**config.mk**
```make
export PLATFORM = sky130hd
export DESIGN_NAME = irda_fir_rx_ctrl_flat
export DESIGN_NICKNAME = d
export VERILOG_FILES = /design/src/rtl/irda_fir_rx_ctrl_if.sv /design/src/rtl/irda_fir_rx_ctrl.sv /design/src/flat_wrapper.sv
export SDC_FILE = /design/constraint.sdc
export NUM_CORES = 1
export LEC_CHECK = 0
export ABC_CLOCK_PERIOD_IN_PS = 2800
export BUFFER_PORTS_ARGS = -buffer_cell sky130_fd_sc_hd__buf_2
export CELL_PAD_IN_SITES_DETAIL_PLACEMENT = 0
export CELL_PAD_IN_SITES_GLOBAL_PLACEMENT = 1
export CORE_AREA = 2 2 74 76
export CTS_BUF_LIST = sky130_fd_sc_hd__clkbuf_4
export DETAILED_ROUTE_END_ITERATION = 16
export DIE_AREA = 0 0 76 78
export HOLD_SLACK_MARGIN = 0.08
export PLACE_DENSITY_LB_ADDON = 0.1
export REMOVE_ABC_BUFFERS = 1
export SLEW_MARGIN = 20
export SYNTH_ARGS = -nofsm -noshare
export SYNTH_HDL_FRONTEND = slang
export SYNTH_SLANG_ARGS = --single-unit
```
**constraint.sdc**
```tcl
create_clock -name clk -period 2.8 [get_ports clk]
set_clock_uncertainty 0.2 [all_clocks]
set_input_delay 0.14 -clock clk [delete_from_list [all_inputs] [get_ports clk]]
set_output_delay 0.14 -clock clk [all_outputs]
set_load 0.03 [all_outputs]
```
**src/rtl/irda_fir_rx_ctrl_if.sv**
```systemverilog
// Signal bundle between the FIR receive sequencer and its environment
// (bit synchronizer chip stream, control enables, deframer symbol outputs).
interface irda_fir_rx_ctrl_if;
    logic       rx_enable;
    logic       fast_enable;
    logic       bs_i;
    logic       bs_restart;
    logic [1:0] sym_o;
    logic       sym_valid;
    logic       frame_start;
    logic       frame_end;
    logic       sync_err;

    modport master (
        output rx_enable, fast_enable, bs_i,
        input  bs_restart, sym_o, sym_valid, frame_start, frame_end, sync_err
    );

    modport slave (
        input  rx_enable, fast_enable, bs_i,
        output bs_restart, sym_o, sym_valid, frame_start, frame_end, sync_err
    );
endinterface

```
**src/rtl/irda_fir_rx_ctrl.sv**
```systemverilog
// FIR 4PPM receive sequencer: hunts for synchronizer lock, qualifies the
// preamble, accepts the start flag and decodes chip quads into symbols.
module irda_fir_rx_ctrl #(
    parameter int CHIP_TICKS = 5,
    parameter int PRE_MIN    = 4,
    parameter int HUNT_TMO   = 4095
) (
    input  logic              clk,
    input  logic              wb_rst_i,
    irda_fir_rx_ctrl_if.slave bus_if
);
    localparam logic [15:0] PREAMBLE_PAT = 16'b1000_0000_1010_1000;
    localparam int PW = $clog2(CHIP_TICKS + 2);
    localparam int TW = $clog2(HUNT_TMO + 1);
    localparam int RW = $clog2(PRE_MIN + 1);

    typedef enum logic [2:0] {IDLE, HUNT, ALIGN, PREAMBLE, DATA} state_t;

    state_t        state_q;
    logic          bs_restart_q;
    logic [1:0]    sym_q;
    logic          sym_valid_q;
    logic          frame_start_q;
    logic          frame_end_q;
    logic          sync_err_q;
    logic [15:0]   window_q;
    logic [3:0]    chip_cnt_q;
    logic [PW-1:0] phase_q;
    logic          first_q;
    logic          prev_bs_q;
    logic [TW-1:0] tmo_q;
    logic [RW-1:0] rep_q;

    logic          tick;
    logic          in_chip_state;
    logic [PW-1:0] phase_lim;
    logic          chip_stb;
    logic          tmo_hit;
    logic          lock;
    logic [15:0]   window_d;
    logic          pre_match;
    logic          group_end;
    logic          quad_end;
    logic          quad_ok;
    logic [1:0]    sym_dec;
    logic          pre_fail;
    logic          quad_bad;
    logic          restart_ev;

    // Ticks are ignored during the single restart clk so the synchronizer
    // sees a clean restart before lock detection resumes.
    assign tick          = bus_if.fast_enable && !bs_restart_q;
    assign in_chip_state = (state_q == ALIGN) || (state_q == PREAMBLE) || (state_q == DATA);
    assign phase_lim     = first_q ? PW'(CHIP_TICKS + 1) : PW'(CHIP_TICKS);
    assign chip_stb      = tick && in_chip_state && ((phase_q + PW'(1)) == phase_lim);
    assign tmo_hit       = tick && ((state_q == HUNT) || (state_q == ALIGN))
                           && (tmo_q == TW'(HUNT_TMO - 1));
    assign lock          = tick && (state_q == HUNT) && !prev_bs_q && bus_if.bs_i;
    assign window_d      = {window_q[14:0], bus_if.bs_i};
    assign pre_match     = (window_d == PREAMBLE_PAT);
    assign group_end     = (chip_cnt_q == 4'd15);
    assign quad_end      = (chip_cnt_q[1:0] == 2'd3);

    always_comb begin
        sym_dec = 2'd0;
        quad_ok = 1'b1;
        case (window_d[3:0])
            4'b1000: sym_dec = 2'd0;
            4'b0100: sym_dec = 2'd1;
            4'b0010: sym_dec = 2'd2;
            4'b0001: sym_dec = 2'd3;
            default: quad_ok = 1'b0;
        endcase
    end

    assign pre_fail   = chip_stb && (state_q == PREAMBLE) && group_end && !pre_match
                        && (rep_q < RW'(PRE_MIN));
    assign quad_bad   = chip_stb && (state_q == DATA) && quad_end && !quad_ok;
    assign restart_ev = tmo_hit || pre_fail || quad_bad;

    always_ff @(posedge clk) begin
        if (wb_rst_i) begin
            state_q       <= IDLE;
            bs_restart_q  <= 1'b1;
            sym_q         <= 2'd0;
            sym_valid_q   <= 1'b0;
            frame_start_q <= 1'b0;
            frame_end_q   <= 1'b0;
            sync_err_q    <= 1'b0;
            window_q      <= '0;
            chip_cnt_q    <= '0;
            phase_q       <= '0;
            first_q       <= 1'b0;
            prev_bs_q     <= 1'b0;
            tmo_q         <= '0;
            rep_q         <= '0;
        end else begin
            sym_valid_q   <= 1'b0;
            frame_start_q <= 1'b0;
            frame_end_q   <= 1'b0;
            sync_err_q    <= 1'b0;
            if (!bus_if.rx_enable || (state_q == IDLE) || restart_ev) begin
                // Every exit path wipes the window so stale chips cannot match.
                window_q   <= '0;
                chip_cnt_q <= '0;
                phase_q    <= '0;
                first_q    <= 1'b0;
                prev_bs_q  <= 1'b0;
                tmo_q      <= '0;
                rep_q      <= '0;
                if (!bus_if.rx_enable) begin
                    state_q      <= IDLE;
                    bs_restart_q <= 1'b1;
                end else if (state_q == IDLE) begin
                    state_q      <= HUNT;
                    bs_restart_q <= 1'b0;
                end else begin
                    state_q      <= HUNT;
                    bs_restart_q <= 1'b1;
                    sync_err_q   <= tmo_hit || pre_fail;
                    frame_end_q  <= quad_bad;
                end
            end else begin
                bs_restart_q <= 1'b0;
                if (tick && (state_q == HUNT)) begin
                    prev_bs_q <= bus_if.bs_i;
                    if (lock) begin
                        state_q <= ALIGN;
                        tmo_q   <= '0;
                        phase_q <= '0;
                        first_q <= 1'b1;
                    end else begin
                        tmo_q <= tmo_q + TW'(1);
                    end
                end else if (tick && in_chip_state) begin
                    if (state_q == ALIGN) begin
                        tmo_q <= tmo_q + TW'(1);
                    end
                    phase_q <= chip_stb ? '0 : phase_q + PW'(1);
                    if (chip_stb) begin
                        first_q    <= 1'b0;
                        window_q   <= window_d;
                        chip_cnt_q <= chip_cnt_q + 4'd1;
                        case (state_q)
                            ALIGN: begin
                                if (pre_match) begin
                                    state_q    <= PREAMBLE;
                                    rep_q      <= RW'(1);
                                    chip_cnt_q <= '0;
                                end
                            end
                            PREAMBLE: begin
                                if (group_end) begin
                                    if (pre_match) begin
                                        if (rep_q != RW'(PRE_MIN)) begin
                                            rep_q <= rep_q + RW'(1);
                                        end
                                    end else begin
                                        frame_start_q <= 1'b1;
                                        state_q       <= DATA;
                                        chip_cnt_q    <= '0;
                                    end
                                end
                            end
                            DATA: begin
                                if (quad_end) begin
                                    sym_valid_q <= 1'b1;
                                    sym_q       <= sym_dec;
                                end
                            end
                            default: ;
                        endcase
                    end
                end
            end
        end
    end

    assign bus_if.bs_restart  = bs_restart_q;
    assign bus_if.sym_o       = sym_q;
    assign bus_if.sym_valid   = sym_valid_q;
    assign bus_if.frame_start = frame_start_q;
    assign bus_if.frame_end   = frame_end_q;
    assign bus_if.sync_err    = sync_err_q;
endmodule

```
**src/flat_wrapper.sv**
```systemverilog
// flat-port wrapper written by rule: the top's interface ports become plain ports
module irda_fir_rx_ctrl_flat 
#(
    parameter int CHIP_TICKS = 5,
    parameter int PRE_MIN    = 4,
    parameter int HUNT_TMO   = 4095
)
  (clk, wb_rst_i, bus_if_rx_enable, bus_if_fast_enable, bus_if_bs_i, bus_if_bs_restart, bus_if_sym_o, bus_if_sym_valid, bus_if_frame_start, bus_if_frame_end, bus_if_sync_err);
  irda_fir_rx_ctrl_if bus_if_i ();
  input  logic clk;
  input  logic wb_rst_i;
  input wire logic [$bits(bus_if_i.rx_enable)-1:0] bus_if_rx_enable;
  input wire logic [$bits(bus_if_i.fast_enable)-1:0] bus_if_fast_enable;
  input wire logic [$bits(bus_if_i.bs_i)-1:0] bus_if_bs_i;
  output wire logic [$bits(bus_if_i.bs_restart)-1:0] bus_if_bs_restart;
  output wire logic [$bits(bus_if_i.sym_o)-1:0] bus_if_sym_o;
  output wire logic [$bits(bus_if_i.sym_valid)-1:0] bus_if_sym_valid;
  output wire logic [$bits(bus_if_i.frame_start)-1:0] bus_if_frame_start;
  output wire logic [$bits(bus_if_i.frame_end)-1:0] bus_if_frame_end;
  output wire logic [$bits(bus_if_i.sync_err)-1:0] bus_if_sync_err;
  assign bus_if_i.rx_enable = bus_if_rx_enable;
  assign bus_if_i.fast_enable = bus_if_fast_enable;
  assign bus_if_i.bs_i = bus_if_bs_i;
  assign bus_if_bs_restart = bus_if_i.bs_restart;
  assign bus_if_sym_o = bus_if_i.sym_o;
  assign bus_if_sym_valid = bus_if_i.sym_valid;
  assign bus_if_frame_start = bus_if_i.frame_start;
  assign bus_if_frame_end = bus_if_i.frame_end;
  assign bus_if_sync_err = bus_if_i.sync_err;
  irda_fir_rx_ctrl #(.CHIP_TICKS(CHIP_TICKS), .PRE_MIN(PRE_MIN), .HUNT_TMO(HUNT_TMO)) u_core (.clk(clk), .wb_rst_i(wb_rst_i), .bus_if(bus_if_i));
endmodule
```
### Yosys cells after proc, flatten, opt, wreduce, memory -nomap -nowiden

Index checks and enable logic that the tools add are counted.

| operators by class | value |
|---|---|
| $add $sub $neg | 4 |
| magnitude comparators | 1 |
| equality and inequality tests | 23 |
| muxes and demuxes | 39 |
| bitwise gates (word level) | 8 |
| reductions and logical operators | 47 |

Operator list:

| cell | number |
|---|---|
| $mux W12 | 4 |
| $mux W3 | 16 |
| $eq A16 B16 Y1 const B | 1 |
| $logic_and A1 B1 Y1 | 15 |
| $add A12 B1 Y12 const B | 1 |
| $eq A12 B12 Y1 const B | 1 |
| $mux W4 | 3 |
| $pmux W3 S2 | 2 |
| $mux W1 | 11 |
| $eq A4 B4 Y1 const B | 2 |
| $ne A2 B1 Y1 const B | 4 |
| $not A1 Y1 | 8 |
| $pmux W4 S2 | 1 |
| $reduce_and A8 Y1 | 1 |
| $reduce_bool A2 Y1 | 4 |
| $reduce_or A4 Y1 | 2 |
| $logic_or A1 B1 Y1 | 7 |
| $reduce_and A7 Y1 | 1 |
| $reduce_or A7 Y1 | 1 |
| $add A3 B1 Y3 const B | 2 |
| $eq A3 B2 Y1 const B | 2 |
| $pmux W2 S3 | 1 |
| $reduce_and A3 Y1 | 2 |
| $reduce_and A6 Y1 | 1 |
| other kinds (23) | 29 |

| word-level totals | value |
|---|---|
| bits in registers | 49 |
| output and inout port bits | 7 |
| word-level logic and storage cells | 136 |

### Depth between registers and ports, before layout

Gate-level depths: netlist of run 1.

| logic depth | value |
|---|---|
| word-level depth | 14 |
| mapped depth | 8 |
| gate-level depth less buffers | 6 |

### Worst setup path before layout of run 1

OpenSTA, ideal clock, no wires.

| path | value |
|---|---|
| kind | register to register |
| start point | register u_core.bs_restart_q (netlist: u_core.bus_if.bs_restart) |
| end point | register u_core.tmo_q[8] |
| library setup time | 0.145 ns |
| arrival time | 1.900 ns |
| data required time | 2.455 ns |
| path slack | 0.556 ns |
| cell stages (with the launch flop) | 7 |
| buffers on the path | 1 |
| cell sequence | dfxtp_1 > or3b_4 > or3_4 > o31a_1 > o211ai_2 > buf_6 > a211oi_1 |

| on the way | value |
|---|---|
| cells in the longest elaborated chain, start to end | 12 |

Ends and longest elaborated chain:

| item | line | source |
|---|---|---|
| start, declared | irda_fir_rx_ctrl.sv:20 | `logic bs_restart_q;` |
| start signal, assigned | irda_fir_rx_ctrl.sv:84 | `bs_restart_q <= 1'b1;` |
| start signal, assigned | irda_fir_rx_ctrl.sv:113 | `bs_restart_q <= 1'b1;` |
| start signal, assigned | irda_fir_rx_ctrl.sv:116 | `bs_restart_q <= 1'b0;` |
| $logic_not A1 Y1 * | irda_fir_rx_ctrl.sv:52 | `assign tick = bus_if.fast_enable && !bs_restart_q;` |
| $logic_and A1 B1 Y1 * | irda_fir_rx_ctrl.sv:52 |  |
| $logic_and A1 B1 Y1 | irda_fir_rx_ctrl.sv:55, irda_fir_rx_ctrl.sv:135 |  |
| $logic_and A1 B1 Y1 | irda_fir_rx_ctrl.sv:55 | `assign chip_stb = tick && in_chip_state && ((phase_q + PW'(1)) == phase_lim);` |
| $logic_and A1 B1 Y1 (3 in series) | irda_fir_rx_ctrl.sv:76 | `assign pre_fail = chip_stb && (state_q == PREAMBLE) && group_end && !pre_match` |
| $logic_and A1 B1 Y1 | irda_fir_rx_ctrl.sv:77 | `&& (rep_q < RW'(PRE_MIN));` |
| $logic_or A1 B1 Y1 (2 in series) | irda_fir_rx_ctrl.sv:79 | `assign restart_ev = tmo_hit \|\| pre_fail \|\| quad_bad;` |
| $logic_or A1 B1 Y1 | irda_fir_rx_ctrl.sv:102 | `if (!bus_if.rx_enable \|\| (state_q == IDLE) \|\| restart_ev) begin` |
| $reduce_or A2 Y1 (no source line) | -- |  |
| end signal, assigned | irda_fir_rx_ctrl.sv:133 | `tmo_q <= tmo_q + TW'(1);` |
| end signal, assigned | irda_fir_rx_ctrl.sv:137 | `tmo_q <= tmo_q + TW'(1);` |
| end, declared | irda_fir_rx_ctrl.sv:31 | `logic [TW-1:0] tmo_q;` |

Mark *: on every way between the ends. The rest lies on a longest branch, timed or not.
A chain may end at the register's enable or synchronous reset.

### Worst setup path in the final report of run 1

| path | value |
|---|---|
| start point | register u_core.state_q[0] |
| end point | register u_core.state_q[2] |

| on the way | value |
|---|---|
| cells in the longest elaborated chain, start to end | 14 |

Ends and longest elaborated chain:

| item | line | source |
|---|---|---|
| start, declared | irda_fir_rx_ctrl.sv:19 | `state_t state_q;` |
| start signal, assigned | irda_fir_rx_ctrl.sv:83 | `state_q <= IDLE;` |
| start signal, assigned | irda_fir_rx_ctrl.sv:112 | `state_q <= IDLE;` |
| start signal, assigned | irda_fir_rx_ctrl.sv:115 | `state_q <= HUNT;` |
| $eq A3 B2 Y1, on equally long branches | -- |  |
| $logic_or A1 B1 Y1 (2 in series) | irda_fir_rx_ctrl.sv:53 | `assign in_chip_state = (state_q == ALIGN) \|\| (state_q == PREAMBLE) \|\| (state_q == DATA);` |
| $logic_and A1 B1 Y1 | irda_fir_rx_ctrl.sv:55, irda_fir_rx_ctrl.sv:135 |  |
| $logic_and A1 B1 Y1 | irda_fir_rx_ctrl.sv:55 |  |
| $logic_and A1 B1 Y1 (3 in series) | irda_fir_rx_ctrl.sv:76 |  |
| $logic_and A1 B1 Y1 | irda_fir_rx_ctrl.sv:77 |  |
| $logic_or A1 B1 Y1 (2 in series) | irda_fir_rx_ctrl.sv:79 |  |
| $logic_or A1 B1 Y1 | irda_fir_rx_ctrl.sv:102 |  |
| $ne A4 B3 Y1 (no source line), or another cell as far along | -- |  |
| $reduce_and A7 Y1 (no source line) | -- |  |

Several ways; a longest one is shown, not always the timed one. The select of a mux whose other input is x is not followed.

==> flow_summary_export.csv, run 1 <==
group,metric,value,unit
place,portBuffers,11,
synth,ys_ff_latch,49,
sta,finalSetupViolations,0,
status,outcome,"finished, final reports clean",
global_route,grt_pass1_vias,1776,
synth,ys_seq_area_share,40.73,%
clock_network,cts_made_buffers,5,
route,finalWirelength,4968,um
route,drtAntennaViolNets,0,
sta,finalCritPeriodShare,87.53,%
min_path,min_delay_path_depth,2,
clock_network,htree_levels,2,
die,rows,26,
route,via_per_inst,5.404,
finish,antennaDiodeCount,0,
critical_path,cp.required,2860,ps
finish,final_util,52.08,%
synth,yosysTopAreaCell,"dfxtp_1",
critical_path,crit_fanout,27,
global_route,grt-ovfl-total,0,
synth,synthTopCellsByArea,"dfxtp_1 (41%), nand2_1 (7.2%), a21oi_1 (5.8%)",
global_route,grt_pass1_wl,8542,um
sta,rsz0062_at_grt,"false",
route,drt_iter0_markers,117,
clock_network,cts_tree,"built",
power,p_leak,0.7930,nW
min_path,hold_class,"reg2reg",
critical_path,endpoint_kind,"flop",
critical_path,r2r-end,"u_core.state_q[2]$_SDFFE_PP0P_",
clock_network,worstSkewPairLatency,360,ps
sta,relSlewSlack,63.91,%
power,vdd_drop_max,222.3,uV
die,coreArea,5042,um2
synth,synth_top_cell_area_share,40.73,%
route,num_vias,2032,
synth,syn_area,2409,um2
critical_path,rr_startpoint,"u_core.state_q[0]$_SDFFE_PP0P_",
route,dr.pass1.iters,4,
die,die-area,5928,um2
global_route,antenna_found_initial,0,
clock_network,cts.clk_slew.worst_paths,130,ps
sta,period_minus_slack,2451,ps
clock_network,numClockSinks,49,
die,fp.dieW,76,um
clock_network,clockRootBuffer,"clkbuf_4",
synth,async_flop_share,0,%
die,die_h,78,um
synth,ys_warn_count,0,
critical_path,r2r_slack,350,ps
job,maxCapViolations,0,
synth,yosys-top-cells-count,"dfxtp_1 (49), nand2_1 (46), a21oi_1 (28), nor3_1 (24), nor2_1 (13)",
finish,final_nets,317,
critical_path,rr_worst_depth,6,
die,ioPinCount,12,
global_route,groute.usage.overall,17.85,%
sta,slew_viol_final,0,
sta,worst_slew_pin_slew,537.7,ps
power,powerDensity,402.5,nW/um2
finish,drive_above_1_share,10.78,%
critical_path,cp-start-kind,"flop",
synth,synth_edf_count,0,
sta,timing_hold_violations_final,0,
synth,synth_most_common_cell,"dfxtp_1",
synth,avgSynthCellArea,8.334,um2
clock_network,cts.path.max_buffers,2,
die,start_util,47.77,%
route,wire_per_inst,13.21,um
route,drc,0,
place,dpl.hpwl,3508,um
critical_path,crit_end,"u_core.state_q[2]$_SDFFE_PP0P_",
synth,synthCells,289,
critical_path,critPathArrivalTime,2520,ps
finish,nFillCells,498,
synth,synth_cell_type_count,49,
place,gp_congestion,0.8149,
sta,setup_tns,0,ps
sta,fmax,0.4080,GHz
critical_path,startpoint,"u_core.state_q[0]$_SDFFE_PP0P_",
finish,area_growth,9.039,%
global_route,grt_start_max_net_pins,28,
synth,ys.flop_type,"dfxtp_1",
critical_path,criticalPathCategory,"reg2reg",
## power breakdown
part / switching (mW) / internal [mW]
registers: 0.00437 / 0.699
clock network: 0.213 / 0.102
logic: 0.0226 / 0.0167
## through the flow
step           setup slack [ps]  area (um2)  hold WS (ps)  power, mW  cells
6_report                  349.3        2626         265.3      1.057    376
5_1_grt                   188.5        2626         276.7      1.119    376
4_1_cts                   349.9        2626         264.9      1.072    376
3_5_place_dp              370.6        2537         161.6     0.7538    365
3_3_place_gp              351.9        2537         157.2     0.7539    365
2_1_floorplan             27.93        2330         11.57     0.7381    277
## metal layers
metal / up-vias / track usage [%] / part of all wire, %
li1: 1060 / - / -
met1: 930 / 24.98 / 51
met2: 33 / 26.70 / 44
met3: 9 / 4.302 / 3.3
met4: 0 / 6.727 / 1.8
met5: - / 0 / 0
## kinds of logic after synthesis
logic type / Yosys count / synth area share (%)
xor+xnor: 16 / 5.818
buf+inv: 20 / 4.519
simple gates: 141 / 31.07
flops: 49 / 40.73
compound gates: 55 / 13.87
mux: 2 / 0.8831
fa+ha+maj: 6 / 3.117
## worst max-delay path, stage by stage, from the launching register on
cell	delay (ps)
dfxtp_1	490
or3b_1	470
a21oi_1	290
nand4_1	250
o211ai_2	280
buf_12	210
o21ba_2	170
## layout make-up
class | instances | area (um2) | area share (%)
clock buffers | 6 | 45.04 | 1.715
well taps | 70 | 87.58 | 3.335
multi-input cells | 220 | 1319 | 50.21
repair buffers | 22 | 160.2 | 6.098
clock inverters | 1 | 3.754 | 0.1429
flip-flops and latches | 49 | 980.9 | 37.35
inverters | 8 | 30.03 | 1.143
## sequential cells by signal, summed over array words and instances, names as in the netlist, 2 cells and up
register             cells
u_core.chip_cnt_q        4
u_core.rep_q             3
u_core.window_q         15
u_core.bus_if.sym_o      2
u_core.phase_q           3
u_core.state_q           3
u_core.tmo_q            12
## worst min-delay path by stage
stage,from,end,slack [ps]
2_1_floorplan,wb_rst_i,u_core.bus_if.sym_o[0]$_SDFFE_PP0P_,10
3_3_place_gp,wb_rst_i,u_core.bus_if.sym_o[0]$_SDFFE_PP0P_,160
3_5_place_dp,wb_rst_i,u_core.bus_if.sym_o[0]$_SDFFE_PP0P_,160
4_1_cts,u_core.window_q[14]$_SDFFE_PP0P_,u_core.window_q[14]$_SDFFE_PP0P_,260
5_1_grt,wb_rst_i,u_core.bus_if.sym_o[0]$_SDFFE_PP0P_,280
6_report,u_core.window_q[14]$_SDFFE_PP0P_,u_core.window_q[14]$_SDFFE_PP0P_,270
## cell usage in the layout (no fill, tap or decap), drive strengths merged, types with 3 or more instances in the layout
| cell | count |
|---|---|
| a211oi | 6 |
| a21oi | 28 |
| a31oi | 4 |
| and3 | 3 |
| buf | 18 |
| clkbuf | 6 |
| dfxtp | 49 |
| dlygate4sd3 | 4 |
| ha | 6 |
| inv | 8 |
| nand2 | 46 |
| nand2b | 6 |
| nand3 | 11 |
| nand4 | 7 |
| nor2 | 14 |
| nor3 | 24 |
| nor4 | 5 |
| nor4b | 3 |
| o21ai | 7 |
| or3 | 6 |
| xnor2 | 7 |
| xor2 | 9 |
## what timing repair did
action,4_1_cts,5_1_grt
endpoints found under the hold margin,10,0
hold buffers,4,0
resized for setup,0,0
setup buffers,0,0
Note: power is estimated with default switching activity, not from simulation.
==> run 2, diff against run 1 <==
- RECOVER_POWER: not set -> 25
==> run 2 against run 1 <==
Compared with the run above: largest power group unchanged; sequential power about the same; largest cell class unchanged; count of clock-buffer cells in the layout did not move; routed wire length increased by 0.56%; worst hold slack lost 0.72 ps; die area unchanged; maximum frequency decreased by 0.13%; setup slack got worse by 3.1 ps; register-to-register slack hardly changed.
==> flow_summary_export.csv, run 2 (synthesis gave the netlist of run 1 again) <==
group,metric,value,unit
route,num_vias,2033,
sta,setup_slack,346.2,ps
clock_network,cts.clk_slew.worst_paths,130,ps
sta,setup_tns,0,ps
status,outcome,"finished, final reports clean",
route,topRoutingLayerUsed,"met4",
critical_path,endpoint_kind,"flop",
clock_network,ctsResizeCount,0,
die,die-area,5928,um2
job,maxCapViolations,0,
sta,worst_slew_pin_slew,538.1,ps
place,dpl.hpwl,3508,um
sta,timing_hold_violations_final,0,
critical_path,criticalPathCategory,"reg2reg",
route,wire_per_inst,13.29,um
die,coreArea,5042,um2
global_route,grt_pass1_wl,8542,um
route,wl_met3,161,um
finish,top_register,"u_core.window_q",
route,drtAntennaViolNets,0,
global_route,antenna_found_initial,0,
critical_path,rr_worst_depth,6,
clock_network,worstSkewPairLatency,360,ps
clock_network,htree_levels,2,
power,totalPowerFinal,1.058,mW
die,ioPinCount,12,
min_path,min_delay_path_depth,2,
critical_path,r2r_slack,350,ps
clock_network,clockRootBuffer,"clkbuf_4",
critical_path,crit_chain,"xnor2_1 -> or3_1 -> o31a_1 -> o211ai_2 -> buf_12 -> o21ba_2",
critical_path,cp-start-kind,"flop",
finish,largest_reg_flops,15,
route,drt_iter0_markers,124,
sta,rsz0062_at_grt,"false",
finish,largest_registers,"u_core.window_q x15, u_core.tmo_q x12, u_core.chip_cnt_q x4",
clock_network,numClockSinks,49,
global_route,grt_start_max_net_pins,28,
sta,whs,264.6,ps
place,gp_congestion,0.8149,
sta,period_minus_slack,2454,ps
sta,finalSetupViolations,0,
sta,slew_viol_final,0,
die,die_h,78,um
critical_path,cp.required,2860,ps
route,wl_met1,2572,um
clock_network,post_cts_buffers,0,
route,via_per_inst,5.407,
finish,final_common_cell,"dfxtp_1",
power,p_leak,0.7629,nW
critical_path,r2r-end,"u_core.state_q[2]$_SDFFE_PP0P_",
route,dr_wl_met2,2174,um
place,dpl_worst_slack,370.6,ps
finish,area_growth,8.468,%
global_route,grt-ovfl-total,0,
power,vdd_drop_max,222.1,uV
route,dr.pass1.iters,4,
sta,relSlewSlack,63.88,%
place,portBuffers,11,
die,fp.dieW,76,um
finish,final_nets,317,
die,start_util,47.77,%
critical_path,rr_startpoint,"u_core.state_q[0]$_SDFFE_PP0P_",
critical_path,critPathMaxStageDelay,660,ps
die,rows,26,
critical_path,crit_fanout,27,
finish,stdcell_count,376,
clock_network,cts_made_buffers,5,
route,finalWirelength,4996,um
min_path,hold_class,"reg2reg",
finish,final_cell_mix,"dfxtp_1 (49), nand2_1 (46), a21oi_1 (28)",
min_path,worstHoldStart,"u_core.window_q[14]$_SDFFE_PP0P_",
clock_network,cts_tree,"built",
global_route,groute.usage.overall,17.85,%
critical_path,crit_slowest_cell,"dfxtp_1",
sta,finalCritPeriodShare,87.64,%
finish,drive_above_1_share,8.170,%
route,drc,0,
place,dp.cells,365,
min_path,min_to,"u_core.window_q[14]$_SDFFE_PP0P_",
finish,antennaDiodeCount,0,
power,powerDensity,404.9,nW/um2
critical_path,critPathArrivalTime,2520,ps
clock_network,cts.path.max_buffers,2,
global_route,grt_pass1_vias,1776,
sta,fmax,0.4075,GHz
run 2: cell count changes in the layout (fill, tap and decap cells not counted), sizes merged:
cell    previous run  this run
buf               18        11
clkbuf             6        13
run 2: how the worst max path moves through the flow:
stage / start / endpoint
floorplan: u_core.state_q[0]$_SDFFE_PP0P_ / u_core.state_q[2]$_SDFFE_PP0P_
global placement: u_core.state_q[0]$_SDFFE_PP0P_ / u_core.state_q[2]$_SDFFE_PP0P_
detailed placement: u_core.state_q[0]$_SDFFE_PP0P_ / u_core.state_q[2]$_SDFFE_PP0P_
CTS: u_core.state_q[0]$_SDFFE_PP0P_ / u_core.state_q[2]$_SDFFE_PP0P_
global route: u_core.state_q[0]$_SDFFE_PP0P_ / u_core.tmo_q[4]$_SDFFE_PP0P_
finish: u_core.state_q[0]$_SDFFE_PP0P_ / u_core.state_q[2]$_SDFFE_PP0P_
run 2: cell type report:
| cell class | instances | area (um2) |
|---|---|---|
| clock buffer | 6 | 45.04 |
| clock inverter | 1 | 3.754 |
| fill | 502 | 2430 |
| inverter | 8 | 30.03 |
| multi-input combinational | 220 | 1314 |
| sequential | 49 | 980.9 |
| tap | 70 | 87.58 |
| timing repair buffer | 22 | 151.4 |
run 2: power by group:
part | total (mW) | internal (mW) | switching, mW
clock | 0.315 | 0.102 | 0.214
combinational | 0.0390 | 0.0164 | 0.0226
sequential | 0.703 | 0.699 | 0.00443
total | 1.06 | 0.817 | 0.241
run 2: worst max-delay path: cells and delay by family (launching register included):
kind	cells	cell delay, ps
buffers and inverters	1	210
DFF	1	660
xor gates and xnor gates	1	220
AOI/OAI and AO/OA	3	600
and+or+nand+nor	1	470
run 2: stage by stage:
stage | instance area (um2) | utilization [%]
after floorplan | 2330 | -
after global placement | 2537 | 50.32
after detailed placement | 2537 | 50.32
after CTS | 2626 | 52.08
after global routing | 2613 | 51.81
final | 2613 | 51.81
run 2: routing by layer:
metal,vias up,GRT usage (%)
li1,1058,-
met1,933,24.98
met2,33,26.70
met3,9,4.302
met4,0,6.727
met5,-,0
run 2: timing repair:
item / in CTS / in global routing
endpoints found under the hold margin: 10 / 0
setup endpoints to repair: 0 / 0
hold buffers: 4 / 0
